## config.mk

```make
export PLATFORM = sky130hd
export DESIGN_NAME = uart_tx_queue
export DESIGN_NICKNAME = d
export VERILOG_FILES = /design/src/rtl/uart_tx_queue.sv
export SDC_FILE = /design/constraint.sdc
export NUM_CORES = 1
export LEC_CHECK = 0
export CORE_MARGIN = 2
export CORE_UTILIZATION = 59
export DETAILED_ROUTE_END_ITERATION = 8
export GPL_TIMING_DRIVEN = 0
export PLACE_DENSITY = 0.81
export SYNTH_ARGS = -nofsm -noshare
export SYNTH_HDL_FRONTEND = slang
export SYNTH_SLANG_ARGS = --single-unit
```

## constraint.sdc

```tcl
create_clock -name clk -period 3.6 [get_ports clk]
set_input_delay 0.72 -clock clk [delete_from_list [all_inputs] [get_ports clk]]
set_output_delay 0.72 -clock clk [all_outputs]
set_load 0.1 [all_outputs]
```

## src/rtl/uart_tx_queue.sv

```systemverilog
// uart_tx_queue: byte FIFO feeding a uart TX, one frame in flight at a time.
// Optional tx_done watchdog enabled by defining UART_TXQ_TIMEOUT_EN.
module uart_tx_queue #(
  parameter int DEPTH       = 16,
  parameter int AW          = $clog2(DEPTH),
  parameter int TIMEOUT_CYC = 65535
) (
  input  logic        clk,
  input  logic        rst_n,
  input  logic        wr_en,
  input  logic [7:0]  wr_data,
  output logic        full,
  output logic        empty,
  output logic [AW:0] count,
  output logic        ovf,
  output logic        tx_en,
  output logic [7:0]  tx_data,
  input  logic        tx_done,
  output logic        busy,
  output logic        timeout
);

  typedef enum logic {IDLE = 1'b0, WAIT = 1'b1} state_t;

  localparam logic [AW:0] FULL_CNT = (AW+1)'(DEPTH);

  if (DEPTH < 2 || (DEPTH & (DEPTH - 1)) != 0 || TIMEOUT_CYC < 1 || TIMEOUT_CYC > 65535)
    begin : g_bad_cfg
      $error("uart_tx_queue: DEPTH must be a power of 2 >= 2, TIMEOUT_CYC in 1..65535");
    end

  state_t        state, state_nx;
  logic [7:0]    mem [DEPTH];
  logic [AW-1:0] wr_ptr, rd_ptr;
  logic          wr_ok, pop;

  assign full  = (count == FULL_CNT);
  assign empty = (count == '0);
  assign busy  = (state != IDLE);
  assign wr_ok = wr_en && !full;
  assign pop   = (state == IDLE) && !empty;

`ifdef UART_TXQ_TIMEOUT_EN
  localparam logic [15:0] WD_LIMIT = 16'(TIMEOUT_CYC);
  logic [15:0] wd_cnt;

  assign timeout = (state == WAIT) && (wd_cnt == WD_LIMIT);

  always_ff @(posedge clk or negedge rst_n) begin
    if (!rst_n) begin
      wd_cnt <= '0;
    end else if (pop) begin
      wd_cnt <= '0;
    end else if (state == WAIT) begin
      wd_cnt <= wd_cnt + 16'd1;
    end
  end
`else
  assign timeout = 1'b0;
`endif

  // tx_en is high only in the first WAIT cycle; a tx_done there belongs to an older frame
  always_comb begin
    state_nx = state;
    case (state)
      IDLE: if (!empty) state_nx = WAIT;
      WAIT: if ((tx_done && !tx_en) || timeout) state_nx = IDLE;
    endcase
  end

  always_ff @(posedge clk or negedge rst_n) begin
    if (!rst_n) begin
      state <= IDLE;
    end else begin
      state <= state_nx;
    end
  end

  always_ff @(posedge clk) begin
    if (wr_ok) mem[wr_ptr] <= wr_data;
  end

  always_ff @(posedge clk or negedge rst_n) begin
    if (!rst_n) begin
      wr_ptr  <= '0;
      rd_ptr  <= '0;
      count   <= '0;
      ovf     <= 1'b0;
      tx_en   <= 1'b0;
      tx_data <= 8'h00;
    end else begin
      ovf   <= wr_en && full;
      tx_en <= pop;
      if (wr_ok) wr_ptr <= wr_ptr + AW'(1);
      if (pop) begin
        rd_ptr  <= rd_ptr + AW'(1);
        tx_data <= mem[rd_ptr];
      end
      case ({wr_ok, pop})
        2'b10:   count <= count + (AW+1)'(1);
        2'b01:   count <= count - (AW+1)'(1);
        default: count <= count;
      endcase
    end
  end

endmodule

```

==> impl_metrics.yaml <==
finish:
  fill_cells: 613
  n_antenna_cell: 0
  postLayoutCoreUtil_pct: 70.60
  layoutNonFillerInstCount: 514
  seq_area_um2: 4449
  multi_input_area_um2: 1534
  nets: 387
  syn2layout_area_growth_pct: 17.24
  layout-drive-gt1-share_pct: 24.07
route:
  drt_wl_total_um: 12290
  ant_nets: 0
  first_iter_violations: 304
  dr.pass1.iters: 5
  routed_via_density: 6.125
  wl_per_cell_um: 23.91
  dr_total_vias: 3148
  drc_errors: 0
synth:
  synth_seq_cells: 152
  syn-num-nets: 339
  yosys-top-cells-area: "edfxtp_1, mux4_2, dfrtp_1"
  ys_warn_count: 0
  syn_area_um2: 6161
  syn_avg_cell_area_um2: 19.44
  syn_inst: 317
  synth_seq_area_share_pct: 72.14
  synth_top_area_share_pct: 62.39
  yosysTopAreaCell: "edfxtp_1"
  synth_cell_types: 41
clock_network:
  cts_buffer_depth: 2
  post_cts_buffers: 0
  cts_resized: 0
  cts_hold_buf: 0
  htreeDepth: 4
  clk_latency_ps: 540
  cts_root_buffer: "clkbuf_8"
  clkTransAtPathRegs_ps: 70
  clkSinkCount: 152
  cts_made_buffers: 17
  cts_tree: "yes"
timing:
  layout_setup_ws_ps: 154.3
  rsz0062_at_grt: "false"
  max_freq_mhz: 290.2
  fin_crit_sh_pct: 95.71
  slew_headroom_pct: 5.548
  fin_tns_setup_ps: 0
  report.final.slew_viol_count: 0
  final.min_clock_period_ps: 3446
  final.setup_skew_ps: 12.42
  setup_viol: 0
  worst_pin_slew_ps: 1406
  hold_violations: 0
die:
  core_area_um2: 10230
  die-area_um2: 11280
  start_util_pct: 60.22
  die_x_um: 106.2
  rows: 37
  fp.dieH_um: 106.2
  num_io_pins: 31
worst_setup_path:
  cp_num_buf_inv: 1
  critPathTopFamily: "buffers and inverters"
  crit_path_start_kind: "flip-flop"
  worstPathRequired_ps: 2880
  critPathKind: "reg2out"
  cpMaxStageDelayCell: "clkdlybuf4s50_1"
  arrival_ps: 2730
  path_max_fanout: 4
  path_cells: "nor4_2 > nor2b_4 > clkdlybuf4s50_1"
  cpPeakStageDelay_ps: 1150
  crit_path_end_kind: "primary output"
placement:
  place_ws_ps: 272.1
  place_congestion: 0.7657
  io_buffers: 29
  dpl.hpwl_um: 7297
  place_inst: 482
pwr:
  finalPower_w: 0.006584
  vdd.ir_drop.worst_v: 0.0006474
  leakage_nw: 2.511
  p_per_area_nw_per_um2: 911.5
min_path:
  hold_path_class: "reg2reg"
global_routing:
  antenna_found_initial: 0
  grt_pass1_wl_um: 18970
  grt_max_degree: 25
  grt.total_usage_pct: 23.97
  grt_pass1_vias: 3231
  overflow: 0
run:
  maxCapViolCount: 0
status:
  status: "complete, no violations"
path summary, 6_finish.rpt:
check,cells past startpoint,to,slack (ps),startpoint
min,2,tx_data[6],490,tx_data[6]
max in group asynchronous,1,count[1],1990,rst_n
max reg2reg,13,count[4],510,count[1]
max,3,empty,150,count[1]
min reg2reg,2,tx_data[6],490,tx_data[6]
min in group asynchronous,1,wr_ptr[1],820,rst_n
stage by stage:
step	hold slack, ps	area, um2
after floorplan	424.4	6166
after global placement	467.5	6626
after detailed placement	472.5	6626
after CTS	490.3	7218
after global routing	521.2	7223
final	487.4	7223
where the power goes:
group	internal, W	switching, W	total [W]
sequential	0.00220	0.000153	0.00235
combinational	0.000923	0.00159	0.00251
clock	0.000901	0.000818	0.00172
cell usage after synthesis:
cell / instances
clkbuf_8: 2
or3b_2: 1
and2_1: 1
buf_2: 4
buf_12: 1
dfrtp_1: 24
nand4_1: 2
nor2b_4: 1
nand3_1: 1
and3_2: 1
or2_4: 1
fa_1: 1
a2111oi_4: 1
buf_8: 3
a311oi_2: 1
nor4_2: 1
buf_6: 1
xor2_1: 2
nor2b_1: 2
o221ai_1: 7
mux4_2: 30
inv_1: 8
xnor2_1: 8
nor2_1: 13
nand2b_1: 2
conb_1: 1
nor3_1: 4
or3_2: 1
edfxtp_1: 128
a21o_2: 1
mux4_1: 2
mux2i_1: 17
buf_1: 2
buf_4: 2
nand2_1: 21
clkbuf_1: 2
a21oi_1: 2
ha_1: 9
o21ai_0: 4
inv_2: 1
and2b_2: 1
area by class of cell:
cell class / count / share of cell area, %
inverter: 9 / 0.4677
sequential: 152 / 61.60
multi-input combinational: 139 / 21.24
clock buffer: 17 / 5.734
clock inverter: 15 / 2.460
buffer: 17 / 2.131
tap: 136 / 2.356
timing repair buffer: 29 / 4.019
cell usage in the layout, fill, tap and decap left out, drive strengths merged, types with 2 or more instances in the layout:
| cell type | instances |
|---|---|
| clkinv | 8 |
| edfxtp | 128 |
| nor2 | 13 |
| ha | 9 |
| mux2i | 17 |
| clkbuf | 21 |
| nand2b | 2 |
| nand2 | 21 |
| o221ai | 7 |
| a21oi | 2 |
| o21ai | 4 |
| buf | 13 |
| mux4 | 32 |
| xor2 | 2 |
| nand4 | 2 |
| dfrtp | 24 |
| inv | 16 |
| nor2b | 3 |
| clkdlybuf4s50 | 29 |
| nor3 | 4 |
| xnor2 | 8 |
kinds of logic (layout without fill, tap and decap cells):
logic type               after synthesis  after routing  share of synthesized area (%)
adder cells (fa/ha/maj)               10             10                          2.153
buffers and inverters                 26             87                          3.046
AO/OA/AOI/OAI                         16             16                          2.315
flip-flops                           152            152                          72.14
AND/OR/NAND/NOR                       53             53                          4.285
other                                  1              1                        0.06087
XOR/XNOR                              10             10                          1.422
multiplexers                          49             49                          14.58
sequential cells by signal (all words and copies together) (netlist names):
signal and cells:
count 5, ovf 1, rd_ptr 4, mem 128, busy 1, wr_ptr 4, tx_data 8, tx_en 1
metal layers:
metal | global-route usage [%] | up-vias | share of wire, %
li1 | - | 1342 | -
met1 | 31.88 | 1617 | 39
met2 | 38.05 | 166 | 51
met3 | 7.419 | 23 | 8.5
met4 | 8.459 | 0 | 1.5
met5 | 0 | - | 0
worst min-delay path, cell delays in order, from the launching register on:
cell and delay (ps):
dfrtp_1 340, nand2_1 50, o221ai_1 60
Note: power is estimated with default switching activity, not from simulation.
